### src/rtl/vscale_csr_unit.sv
// ---------------------------------------------------------------------------
// vscale_csr_unit
//
// Machine-level CSR file and privilege stack for the 3-stage vscale core.
// It accepts WB-stage CSR commands, exceptions and retire events from
// vscale_ctrl, plus the kill-qualified eret from DX. It returns the CSR read
// data, an illegal-access flag, the current privilege, mepc and the trap
// handler PC for the current privilege.
//
// Ports
//   clk                 core clock
//   reset               synchronous, active-high reset
//   addr                CSR address (WB stage)
//   cmd                 0 IDLE, 4 READ, 5 WRITE, 6 SET, 7 CLEAR
//   wdata               write operand (rs1 or zimm)
//   retire              WB instruction retires this cycle
//   exception           trap taken in WB this cycle
//   exception_code      cause code of the trap
//   exception_PC        PC of the trapping instruction
//   exception_load_addr faulting data address
//   eret                privilege-stack pop request
//   rdata               combinational read of addr (pre-write value)
//   illegal_access      combinational; cmd != IDLE and the access is illegal
//   prv                 current privilege (mstatus.PRV)
//   epc                 mepc
//   handler_PC          trap vector for the current privilege
// ---------------------------------------------------------------------------
module vscale_csr_unit #(
    parameter int                 XPR_LEN    = 32,
    parameter logic [XPR_LEN-1:0] MTVEC_BASE = 32'h100,
    parameter logic [XPR_LEN-1:0] MCPUID_VAL = 32'h0,
    parameter logic [XPR_LEN-1:0] MIMPID_VAL = 32'h8000
) (
    input  logic               clk,
    input  logic               reset,
    input  logic [11:0]        addr,
    input  logic [2:0]         cmd,
    input  logic [XPR_LEN-1:0] wdata,
    input  logic               retire,
    input  logic               exception,
    input  logic [3:0]         exception_code,
    input  logic [XPR_LEN-1:0] exception_PC,
    input  logic [XPR_LEN-1:0] exception_load_addr,
    input  logic               eret,
    output logic [XPR_LEN-1:0] rdata,
    output logic               illegal_access,
    output logic [1:0]         prv,
    output logic [XPR_LEN-1:0] epc,
    output logic [XPR_LEN-1:0] handler_PC
);

    localparam logic [2:0] CMD_IDLE  = 3'd0;
    localparam logic [2:0] CMD_WRITE = 3'd5;
    localparam logic [2:0] CMD_SET   = 3'd6;
    localparam logic [2:0] CMD_CLEAR = 3'd7;

    localparam logic [11:0] ADDR_MSTATUS  = 12'h300;
    localparam logic [11:0] ADDR_MSCRATCH = 12'h340;
    localparam logic [11:0] ADDR_MEPC     = 12'h341;
    localparam logic [11:0] ADDR_MCAUSE   = 12'h342;
    localparam logic [11:0] ADDR_MBADADDR = 12'h343;
    localparam logic [11:0] ADDR_CYCLE    = 12'hC00;
    localparam logic [11:0] ADDR_CYCLEH   = 12'hC80;
    localparam logic [11:0] ADDR_INSTRET  = 12'hC02;
    localparam logic [11:0] ADDR_INSTRETH = 12'hC82;
    localparam logic [11:0] ADDR_MCPUID   = 12'hF00;
    localparam logic [11:0] ADDR_MIMPID   = 12'hF01;

    // Privilege stack (prv itself is the output register)
    logic               ie;
    logic               ie1;
    logic [1:0]         prv1;

    logic [XPR_LEN-1:0] mscratch;
    logic [XPR_LEN-1:0] mepc;
    logic [XPR_LEN-1:0] mcause;
    logic [XPR_LEN-1:0] mbadaddr;
    logic [63:0]        cycle;
    // instret kept as two halves so each word is an independent register
    logic [31:0]        instret_lo;
    logic [31:0]        instret_hi;

    logic               implemented;
    logic               cmd_writes;
    logic [XPR_LEN-1:0] new_val;
    logic               wen;

    logic               st_ie;
    logic               st_ie1;
    logic [1:0]         st_prv;
    logic [1:0]         st_prv1;

    // Read mux; unimplemented addresses read as zero
    always_comb begin
        rdata       = '0;
        implemented = 1'b1;
        case (addr)
            ADDR_MSTATUS:  rdata = {{(XPR_LEN-6){1'b0}}, prv1, ie1, prv, ie};
            ADDR_MSCRATCH: rdata = mscratch;
            ADDR_MEPC:     rdata = mepc;
            ADDR_MCAUSE:   rdata = mcause;
            ADDR_MBADADDR: rdata = mbadaddr;
            ADDR_CYCLE:    rdata = cycle[31:0];
            ADDR_CYCLEH:   rdata = cycle[63:32];
            ADDR_INSTRET:  rdata = instret_lo;
            ADDR_INSTRETH: rdata = instret_hi;
            ADDR_MCPUID:   rdata = MCPUID_VAL;
            ADDR_MIMPID:   rdata = MIMPID_VAL;
            default:       implemented = 1'b0;
        endcase
    end

    assign cmd_writes = (cmd == CMD_WRITE) || (cmd == CMD_SET) || (cmd == CMD_CLEAR);

    // addr[9:8] encodes the minimum privilege, addr[11:10]==3 marks read-only
    assign illegal_access = (cmd != CMD_IDLE) &&
                            (!implemented ||
                             (addr[9:8] > prv) ||
                             ((addr[11:10] == 2'b11) && cmd_writes));

    // Read-modify-write operand built from the pre-write value
    always_comb begin
        new_val = wdata;
        case (cmd)
            CMD_SET:   new_val = rdata | wdata;
            CMD_CLEAR: new_val = rdata & ~wdata;
            default:   new_val = wdata;
        endcase
    end

    assign wen = cmd_writes && retire && !exception && !illegal_access;

    // Next privilege stack when no trap is taken: the WB mstatus write is
    // the older instruction, so an eret pop acts on the freshly written value
    always_comb begin
        st_ie   = ie;
        st_prv  = prv;
        st_ie1  = ie1;
        st_prv1 = prv1;
        if (wen && (addr == ADDR_MSTATUS)) begin
            st_ie   = new_val[0];
            st_prv  = new_val[2:1];
            st_ie1  = new_val[3];
            st_prv1 = new_val[5:4];
        end
        if (eret) begin
            st_prv  = st_prv1;
            st_ie   = st_ie1;
            st_prv1 = 2'b00;
            st_ie1  = 1'b1;
        end
    end

    // State update; a trap overrides any same-cycle CSR write and eret
    always_ff @(posedge clk) begin
        if (reset) begin
            prv        <= 2'b11;
            ie         <= 1'b0;
            prv1       <= 2'b11;
            ie1        <= 1'b0;
            mscratch   <= '0;
            mepc       <= '0;
            mcause     <= '0;
            mbadaddr   <= '0;
            cycle      <= '0;
            instret_lo <= '0;
            instret_hi <= '0;
        end else begin
            cycle <= cycle + 64'd1;
            if (retire && !exception) begin
                {instret_hi, instret_lo} <= {instret_hi, instret_lo} + 64'd1;
            end
            if (exception) begin
                mepc   <= exception_PC & ~{{(XPR_LEN-2){1'b0}}, 2'b11};
                mcause <= {{(XPR_LEN-4){1'b0}}, exception_code};
                if ((exception_code == 4'd4) || (exception_code == 4'd6)) begin
                    mbadaddr <= exception_load_addr;
                end
                prv1 <= prv;
                ie1  <= ie;
                prv  <= 2'b11;
                ie   <= 1'b0;
            end else begin
                prv  <= st_prv;
                ie   <= st_ie;
                prv1 <= st_prv1;
                ie1  <= st_ie1;
                if (wen) begin
                    case (addr)
                        ADDR_MSCRATCH: mscratch <= new_val;
                        ADDR_MEPC:     mepc     <= {new_val[XPR_LEN-1:2], 2'b00};
                        ADDR_MCAUSE:   mcause   <= {new_val[XPR_LEN-1], {(XPR_LEN-5){1'b0}},
                                                    new_val[3:0]};
                        ADDR_MBADADDR: mbadaddr <= new_val;
                        default:       ;
                    endcase
                end
            end
        end
    end

    assign epc        = mepc;
    assign handler_PC = MTVEC_BASE + {{(XPR_LEN-8){1'b0}}, prv, 6'b000000};

endmodule

### config.mk
export PLATFORM = sky130hd
export DESIGN_NAME = vscale_csr_unit
export DESIGN_NICKNAME = d
export VERILOG_FILES = /design/src/rtl/vscale_csr_unit.sv
export SDC_FILE = /design/constraint.sdc
export NUM_CORES = 1
export LEC_CHECK = 0
export CORE_ASPECT_RATIO = 1.2
export CORE_MARGIN = 1.5
export CORE_UTILIZATION = 36
export CTS_CLUSTER_SIZE = 10
export DETAILED_ROUTE_END_ITERATION = 10
export HOLD_SLACK_MARGIN = 0.12
export PLACE_DENSITY = 0.67
export SETUP_SLACK_MARGIN = 0.15
export SKIP_CTS_REPAIR_TIMING = 1
export SLEW_MARGIN = 5
export SYNTH_ARGS = -nofsm -noshare
export SYNTH_HDL_FRONTEND = slang
export SYNTH_SLANG_ARGS = --single-unit
### constraint.sdc
create_clock -name clk -period 3.3 [get_ports clk]
set_input_delay 0.66 -clock clk [delete_from_list [all_inputs] [get_ports clk]]
set_output_delay 0.66 -clock clk [all_outputs]
set_load 0.01 [all_outputs]
==> reports/results.tsv, run 1 <==
stage	metric	value	unit
synth	Top FF cell, synth	dfxtp_1	
final_layout	fin nets	1997	
floorplan	# rows	75	
final_layout	area grow syn2layout	35.9	%
sta	count of final hold-check violations	0	
clock_network	clock tree sinks	233	
clock_network	clock slew at reported path FFs	0.06	ns
route	Routed wire per std cell	21.9	microns
floorplan	IO Pins	219	
setup_path	Worst R2R Start	cycle[12]$_SDFF_PP0_	
placed_design	GPL Wtd Cong	0.962	
grt	pin count of the biggest net entering global routing	113	
worst_hold_path	hold endpoint	mbadaddr[2]$_SDFFE_PP0P_	
sta	Max Slew Vio Count	0	
synth	largest cells by area after synthesis	dfxtp_1 36%, nor2_1 5.9%, xnor2_1 4.1%, nand2_1 3.7%, a222oi_1 3.4%	
setup_path	R2R cell count	6	
route	via count	13900	
pwr	Max IR drop VDD	0.345	mV
synth	synthesized area	13000	sq um
final_layout	Design Area, Final	17600	sq um
route	WL final	51.3	mm
synth	Synth top cells by count	233 x dfxtp_1, 202 x nor2_1, 128 x nand2_1	
synth	number of distinct library cells after synthesis	76	
worst_hold_path	hold path start	mbadaddr[2]$_SDFFE_PP0P_	
synth	number of enable flip-flop cells after synthesis	0	
sta	hold slack	0.466	ns
setup_path	Worst path most repeated cell	buf_6	
synth	sequential area share after synthesis	0.360	
clock_network	clock latency on the worst-skew pair	0.57	ns
setup_path	Worst setup EP type	output pin	
setup_path	Slowest cell on crit path	or4bb_1	
clock_network	Max H-tree Level	1	
clock_network	CTS Buf Count	28	
synth	Avg Inst Size Synth	8.20	sq um
route	DRC Markers	0	
synth	Async SR Flop Fraction	0	
sta	Setup Skew	0.0333	ns
worst_hold_path	hold crit path type	flip-flop to flip-flop	
grt	vias in the first global route	13100	
sta	worst-margin pin slew	0.659	ns
floorplan	chip height	211	microns
pwr	Tot Pwr	6.35	mW
pwr	power per cell area	360	nW/um^2
floorplan	die area	37100	sq um
worst_hold_path	number of cells on the worst hold path	2	
final_layout	Final Non-Filler Cells	2342	
pwr	P_leak	6.60	nW
setup_path	crit path kind	primary input to output pin	
route	vias per inst	5.95	
setup_path	worst path required time	2.64	ns
route	antenna-violating nets left	0	
setup_path	CP arrival	2.53	ns
sta	fin crit share	0.966	
final_layout	fin util	0.501	
final_layout	layout cell share with drive strength beyond 1	0.166	
setup_path	Worst R2R End	cycle[53]$_SDFF_PP0_	
sta	max_slew headroom	0.560	
placed_design	Post-Place Cells	2290	
synth	most common cell in the netlist	dfxtp_1	
final_layout	antenna diode count	0	
setup_path	CP top delay family	simple AND/OR/NAND/NOR gates	
setup_path	number of buffers and inverters on the critical path	6	
setup_path	top fanout value on the critical path	4	
grt	GRT Total Usage	0.261	
setup_path	crit-path cells	buf_8 -> or4bb_1 -> buf_6 -> nor4_4 -> buf_4 -> clkbuf_16 -> a222oi_1 -> and3_4 -> inv_2 -> buf_6	
floorplan	die width	176	microns
grt	first-pass GRT wire length	76.2	mm
floorplan	core area	35200	sq um
synth	synth warn	0	
synth	leading area contributor after synthesis	dfxtp_1	
sta	RSZ-0062 raised after global routing	true	
grt	GRT overflow	0	
floorplan	Initial Util	0.368	
grt	initial antenna violation count	0	
flow_run	max_cap viols	0	
placed_design	Port Buffers	184	
route	drt pass-1 iters	8	
synth	Mapped Cells	1580	
synth	area share of the largest cell type after synthesis	0.360	
placed_design	HPWL after DPL	37.4	mm
clock_network	CTS tree	built	
run_status	status	complete, no violations	
sta	Setup Viol. Count Final	0	
sta	FMAX	0.314	GHz
setup_path	critical path's largest stage delay	0.52	ns
placed_design	placed instance area	16500	sq um
clock_network	clock buffer depth	3	
setup_path	CP Launch Type	primary input	
route	DR iter-0 viols	1535	
synth	Seq cells post-synth	233	
clock_network	CTS root buf	clkbuf_16	
setup_path	flop-to-flop setup slack	0.57	ns
sta	min Tclk post-route	3.19	ns
## worst min-delay path: stages, from the launching register on
cell and delay, ns:
dfxtp_1 0.31, nand2_1 0.05, a21oi_1 0.05
## registers in the layout, summed over array words and instances, names as in the netlist
register    cells
mbadaddr       32
ie              1
instret_hi     32
prv1            2
prv             2
instret_lo     32
epc            30
mcause          5
ie1             1
mscratch       32
cycle          64
## area by class of cell
class                      count  area (sq um)
multi-input combinational   1185          7750
clock buffer                  34           733
tap                          462           578
inverter                      43           161
timing repair buffer         382          3680
sequential                   233          4660
clock inverter                 3          43.8
fill                        3343         17600
## through the flow
stage	setup slack, ns	TNS [ns]
3_5_place_dp	-0.761	-28.80
2_1_floorplan	0.272	0
4_1_cts	-0.765	-22.70
5_1_grt	0.0561	0
3_3_place_gp	-0.721	-25.86
6_report	0.112	0
## worst max-delay path by stage
stage | end | slack, ns | from | cells after the start
finish | rdata[11] | 0.11 | addr[11] | 10
global route | rdata[11] | 0.06 | addr[11] | 10
CTS | rdata[11] | -0.76 | addr[5] | 9
detailed placement | rdata[11] | -0.76 | addr[5] | 9
global placement | rdata[11] | -0.72 | addr[5] | 9
floorplan | rdata[31] | 0.27 | addr[0] | 7
## logic make-up (layout without fill, tap and decap cells)
kind of cell	Yosys count	in the layout	synth area share
DFF	233	233	0.360
buffers and inverters	192	462	0.0665
muxes	20	20	0.0162
other	2	32	0.000580
adders and majority gates	4	4	0.00386
xor gates and xnor gates	96	96	0.0649
AOI/OAI and AO/OA	343	343	0.204
and+or+nand+nor	690	690	0.284
## where the power goes
part	switching, mW	internal, mW
clock network	1.22	1.55
logic	0.345	0.322
registers	0.0506	2.86
total	1.62	4.73
## placed cells by master (no fill, tap or decap), types with 31 or more instances in the layout
cell type        count
nor3_1              41
a22oi_1             34
inv_1               41
clkdlybuf4s50_1    137
nor2_1             201
xor2_1              36
a21oi_1             51
conb_1              32
buf_4              158
a222oi_1            44
dfxtp_1            233
nand2_1            128
nand3_1             53
nand4_1             39
a211oi_1            31
nand4b_1            44
clkbuf_16           33
xnor2_1             60
o221ai_1            46
## layer usage
metal  share of wire  global-route usage  vias up
met3           0.084              0.0358       91
met4           0.030              0.0749        0
met2            0.46               0.429      627
met1            0.42               0.356     6773
met5               0                   0        -
li1                -                   -     6439
Note: power is estimated with default switching activity, not from simulation.
==> run 2: changes to the inputs <==
--- a/config.mk
+++ b/config.mk
@@ -7,11 +7,11 @@
 export LEC_CHECK = 0
 export CORE_ASPECT_RATIO = 1.2
 export CORE_MARGIN = 1.5
-export CORE_UTILIZATION = 36
+export CORE_UTILIZATION = 54
 export CTS_CLUSTER_SIZE = 10
 export DETAILED_ROUTE_END_ITERATION = 10
 export HOLD_SLACK_MARGIN = 0.12
-export PLACE_DENSITY = 0.67
+export PLACE_DENSITY = 0.9
 export SETUP_SLACK_MARGIN = 0.15
 export SKIP_CTS_REPAIR_TIMING = 1
 export SLEW_MARGIN = 5
==> run 2 against run 1 <==
Net effect: sequential cell count is the same; sequential share of layout area grew 0.76 points; final area shrank 2.8%; clock power shrank 5%; register-to-register slack lost 0.13 ns; largest power group unchanged.
==> reports/results.tsv, run 2 (synthesized netlist as in run 1, its figures left out) <==
stage	metric	value	unit
setup_path	top fanout value on the critical path	8	
floorplan	core area	23400	sq um
sta	fin crit share	0.957	
setup_path	CP arrival	2.50	ns
route	WL final	49.9	mm
final_layout	area of the multi-input gates	7730	sq um
final_layout	commonest cells after routing, fill and taps aside	233 x dfxtp_1, 199 x nor2_1, 142 x buf_4	
grt	GRT Total Usage	0.380	
pwr	Max IR drop VDD	0.350	mV
sta	max_slew headroom	0.453	
placed_design	pre-CTS WS	-0.778	ns
floorplan	die area	24900	sq um
floorplan	chip height	173	microns
floorplan	Initial Util	0.555	
final_layout	fin nets	1974	
final_layout	max reg flops	64	
setup_path	Worst path most repeated cell	buf_6	
sta	min Tclk post-route	3.16	ns
route	antenna-violating nets left	0	
setup_path	crit-path cells	buf_8 -> or4bb_4 -> buf_6 -> nor4_4 -> buf_6 -> buf_12 -> a222oi_1 -> nand2_1 -> buf_2	
final_layout	Filler Cells Inserted	1665	
sta	count of final hold-check violations	0	
clock_network	Max H-tree Level	1	
sta	worst-margin pin slew	0.813	ns
route	DRC Markers	0	
route	vias per inst	6.81	
setup_path	worst path required time	2.64	ns
setup_path	Slowest cell on crit path	or4bb_4	
sta	Setup Viol. Count Final	0	
placed_design	Post-Place Cells	2121	
pwr	P_leak	6.36	nW
sta	Setup Skew	0.0218	ns
placed_design	GPL Wtd Cong	1.03	
route	via count	14800	
clock_network	CTS tree	built	
final_layout	Final Non-Filler Cells	2170	
grt	first-pass GRT wire length	75.0	mm
sta	FMAX	0.317	GHz
grt	GRT overflow	0	
placed_design	HPWL after DPL	34.9	mm
grt	initial antenna violation count	0	
grt	M1 GR Usage	0.489	
clock_network	clock buffer depth	3	
grt	global routing usage on met3	0.0748	
setup_path	crit path kind	primary input to output pin	
sta	RSZ-0062 raised after global routing	true	
sta	Max Slew Vio Count	0	
grt	met2 usage	0.608	
grt	pin count of the biggest net entering global routing	145	
worst_hold_path	hold crit path type	primary input to flip-flop	
grt	GR peak layer	met2	
final_layout	area grow syn2layout	32.1	%
setup_path	critical path's largest stage delay	0.54	ns
route	Routed wire per std cell	23.0	microns
route	DR iter-0 viols	2373	
grt	vias in the first global route	13800	
pwr	power per cell area	363	nW/um^2
final_layout	Design Area, Final	17100	sq um
clock_network	clock slew at reported path FFs	0.05	ns
floorplan	IO Pins	219	
final_layout	layout cell share with drive strength beyond 1	0.155	
setup_path	Worst setup EP type	output pin	
final_layout	Most flops, register	cycle	
run_status	status	complete, no violations	
placed_design	Port Buffers	184	
sta	TNS Setup	0	ns
final_layout	Storage cell area	4660	sq um
flow_run	max_cap viols	0	
route	drt pass-1 iters	10	
floorplan	# rows	61	
clock_network	CTS root buf	clkbuf_16	
sta	hold slack	0.437	ns
floorplan	die width	144	microns
clock_network	CTS Buf Count	27	
sta	Setup WS post-layout	0.142	ns
setup_path	CP Launch Type	primary input	
placed_design	placed instance area	16100	sq um
final_layout	most common cell after layout, fill and taps aside	dfxtp_1	
clock_network	clock latency on the worst-skew pair	0.55	ns
clock_network	clock tree sinks	233	
-- run 2: final cells by class --
type                            count  area share
Antenna cell                        1    0.000146
Multi-Input combinational cell   1185       0.452
Sequential cell                   233       0.272
Tap cell                          315      0.0230
Timing Repair Buffer              360       0.200
Clock buffer                       32      0.0417
Inverter                           43     0.00943
Clock inverter                      1     0.00117
-- run 2: path summary, 6_finish.rpt --
kind / start / endpoint / slack [ns] / depth (start not counted)
setup / recovery: addr[11] / rdata[14] / 0.14 / 9
setup reg to reg: cycle[12]$_SDFF_PP0_ / cycle[60]$_SDFF_PP0_ / 0.44 / 6
hold reg to reg: mbadaddr[0]$_SDFFE_PP0P_ / mbadaddr[0]$_SDFFE_PP0P_ / 0.49 / 2
hold / removal: reset / instret_lo[27]$_SDFFE_PP0P_ / 0.44 / 2
-- run 2: worst max-delay path: cells and delay by family --
kind | cells | cell delay, ns
buffers and inverters | 5 | 0.72
and+or+nand+nor | 3 | 1.01
AOI/OAI and AO/OA | 1 | 0.09
-- run 2: per-layer routing --
metal / wire [microns] / part of all wire
met5: 0 / 0
met4: 2980 / 0.060
met3: 6140 / 0.12
met1: 18100 / 0.36
met2: 22600 / 0.45
-- run 2: report_power, final --
group | internal (mW) | switching (mW)
sequential | 2.86 | 0.0479
combinational | 0.318 | 0.353
clock | 1.50 | 1.13
-- run 2: per-stage QoR --
stage	util	total power, mW
detailed placement	0.689	3.59
CTS	0.721	6.17
finish	0.733	6.21
floorplan	-	3.24
global placement	0.689	3.58
global route	0.733	6.35
==> run 3: changes to the inputs <==
--- a/config.mk
+++ b/config.mk
@@ -7,11 +7,12 @@
 export LEC_CHECK = 0
 export CORE_ASPECT_RATIO = 1.2
 export CORE_MARGIN = 1.5
-export CORE_UTILIZATION = 54
+export CORE_UTILIZATION = 49
 export CTS_CLUSTER_SIZE = 10
 export DETAILED_ROUTE_END_ITERATION = 10
 export HOLD_SLACK_MARGIN = 0.12
-export PLACE_DENSITY = 0.9
+export MAX_ROUTING_LAYER = met4
+export PLACE_DENSITY = 0.87
 export SETUP_SLACK_MARGIN = 0.15
 export SKIP_CTS_REPAIR_TIMING = 1
 export SLEW_MARGIN = 5
==> constraint.sdc (replaced) <==
create_clock -name clk -period 2.9 [get_ports clk]
set_input_delay 0.58 -clock clk [delete_from_list [all_inputs] [get_ports clk]]
set_output_delay 0.58 -clock clk [all_outputs]
set_load 0.01 [all_outputs]
==> run 3 against run 2 <==
Net effect: the run now ends with setup timing left; sequential share of layout area down 1.3 points; hold slack worse by 0.034 ns; worst setup slack worse by 0.25 ns; register-to-register slack worse by 0.12 ns; global-route usage down 2.2 points; total power up 20%; clock power up 27%; wire length up 1.3%; core utilization down 4.3 points.
==> reports/results.tsv, run 3 (synthesized netlist as in run 1, its figures left out) <==
stage	metric	value	unit
setup_path	Slowest cell on crit path	or4_4	
sta	min Tclk post-route	3.01	ns
setup_path	worst path required time	2.32	ns
run_status	failing checks	setup timing	
grt	initial antenna violation count	0	
final_layout	layout cell share with drive strength beyond 1	0.211	
setup_path	Crit. Startpoint	addr[2]	
grt	first-pass GRT wire length	74.5	mm
setup_path	top fanout value on the critical path	5	
setup_path	crit-path cells	buf_8 -> or4_4 -> buf_8 -> nor3_4 -> buf_6 -> buf_6 -> buf_6 -> a222oi_1 -> nand2_1 -> buf_2	
route	antenna-violating nets left	0	
route	WL final	50.5	mm
clock_network	clock buffer depth	3	
pwr	power per cell area	414	nW/um^2
sta	FMAX	0.332	GHz
clock_network	clock slew at reported path FFs	0.05	ns
placed_design	GPL Wtd Cong	0.996	
grt	GRT overflow	0	
final_layout	max reg flops	64	
setup_path	capture point of the worst path	rdata[23]	
route	Routed wire per std cell	22.3	microns
run_status	status	finished, violations left	
final_layout	Design Area, Final	18000	sq um
route	DR iter-0 viols	1924	
setup_path	Worst path most repeated cell	buf_6	
sta	Setup Viol. Count Final	11	
sta	Setup WS post-layout	-0.108	ns
setup_path	critical path depth	10	
floorplan	Initial Util	0.496	
setup_path	critical path's largest stage delay	0.56	ns
pwr	Tot Pwr	7.46	mW
setup_path	Worst R2R Start	cycle[7]$_SDFF_PP0_	
sta	count of final hold-check violations	0	
pwr	P_leak	6.77	nW
final_layout	area grow syn2layout	39.0	%
sta	Setup Skew	0.0396	ns
clock_network	CTS root buf	clkbuf_16	
pwr	Max IR drop VDD	0.484	mV
sta	worst-margin pin slew	0.701	ns
placed_design	placed instance area	16500	sq um
floorplan	IO Pins	219	
setup_path	CP Launch Type	primary input	
setup_path	R2R cell count	6	
route	DRC Markers	0	
sta	max_slew headroom	0.532	
clock_network	clock tree sinks	233	
worst_hold_path	hold crit path type	primary input to flip-flop	
clock_network	CTS Buf Count	28	
setup_path	flop-to-flop setup slack	0.32	ns
floorplan	chip height	181	microns
floorplan	die width	151	microns
setup_path	CP top delay family	simple AND/OR/NAND/NOR gates	
placed_design	HPWL after DPL	36.3	mm
clock_network	clock latency on the worst-skew pair	0.57	ns
route	via count	14700	
grt	pin count of the biggest net entering global routing	149	
route	vias per inst	6.49	
setup_path	CP arrival	2.43	ns
final_layout	Most flops, register	cycle	
final_layout	fin nets	2049	
setup_path	number of buffers and inverters on the critical path	6	
route	drt pass-1 iters	9	
setup_path	Worst setup EP type	output pin	
floorplan	core area	26100	sq um
sta	TNS Setup	-0.466	ns
sta	fin crit share	1.04	
sta	Max Slew Vio Count	0	
sta	RSZ-0062 raised after global routing	true	
grt	GRT Total Usage	0.358	
final_layout	most common cell after layout, fill and taps aside	dfxtp_1	
placed_design	Port Buffers	184	
floorplan	die area	27400	sq um
final_layout	commonest cells after routing, fill and taps aside	232 x dfxtp_1, 200 x nor2_1, 196 x buf_4	
setup_path	Worst R2R End	cycle[61]$_SDFF_PP0_	
clock_network	Max H-tree Level	1	
flow_run	max_cap viols	0	
clock_network	CTS tree	built	
setup_path	crit path kind	primary input to output pin	
final_layout	antenna diode count	0	
floorplan	# rows	65	
grt	vias in the first global route	13500	
[run 3: changes by cell type in the layout (fill, tap and decap cells not counted), sizes merged]
cell	previous run	this run
bufinv	0	3
inv	43	42
clkbuf	46	36
buf	191	292
clkinv	1	2
dlymetal6s2s	18	1
diode	1	0
[run 3: worst min path at each step]
stage	startpoint	endpoint	slack (ns)	cells past startpoint
floorplan	mbadaddr[2]$_SDFFE_PP0P_	mbadaddr[2]$_SDFFE_PP0P_	0.43	2
global route	reset	mbadaddr[1]$_SDFFE_PP0P_	0.42	2
finish	reset	epc[3]$_SDFFE_PP0P_	0.40	2
global placement	mbadaddr[4]$_SDFFE_PP0P_	mbadaddr[4]$_SDFFE_PP0P_	0.44	2
detailed placement	mbadaddr[4]$_SDFFE_PP0P_	mbadaddr[4]$_SDFFE_PP0P_	0.45	2
CTS	reset	mbadaddr[4]$_SDFFE_PP0P_	0.38	2
[run 3: area by class of cell]
type	count	area (sq um)
Multi-Input combinational cell	1185	7950
Clock buffer	32	726
Clock inverter	4	120
Inverter	43	161
Sequential cell	233	4670
Tap cell	335	419
Fill cell	1913	8090
Timing Repair Buffer	434	3980
[run 3: routing by layer]
layer | part of all wire | track usage | vias to the layer above
li1 | - | - | 6564
met4 | 0.055 | 0.161 | 0
met2 | 0.46 | 0.557 | 1040
met1 | 0.37 | 0.450 | 6888
met3 | 0.11 | 0.0626 | 218
met5 | 0 | - | -
[run 3: metrics by stage]
stage / worst slack, ns / hold WS (ns) / utilization / std cells
6_report: -0.108 / 0.402 / 0.690 / 2266
3_3_place_gp: -1.02 / 0.440 / 0.633 / 2192
2_1_floorplan: 0.148 / 0.432 / - / 1610
3_5_place_dp: -1.03 / 0.447 / 0.633 / 2192
4_1_cts: -1.03 / 0.383 / 0.666 / 2228
5_1_grt: -0.136 / 0.420 / 0.690 / 2266
[run 3: report_power, final]
part,internal (mW),switching [mW],total (mW)
sequential,3.25,0.0550,3.31
clock,2.02,1.34,3.35
combinational,0.385,0.410,0.795
total,5.65,1.80,7.46
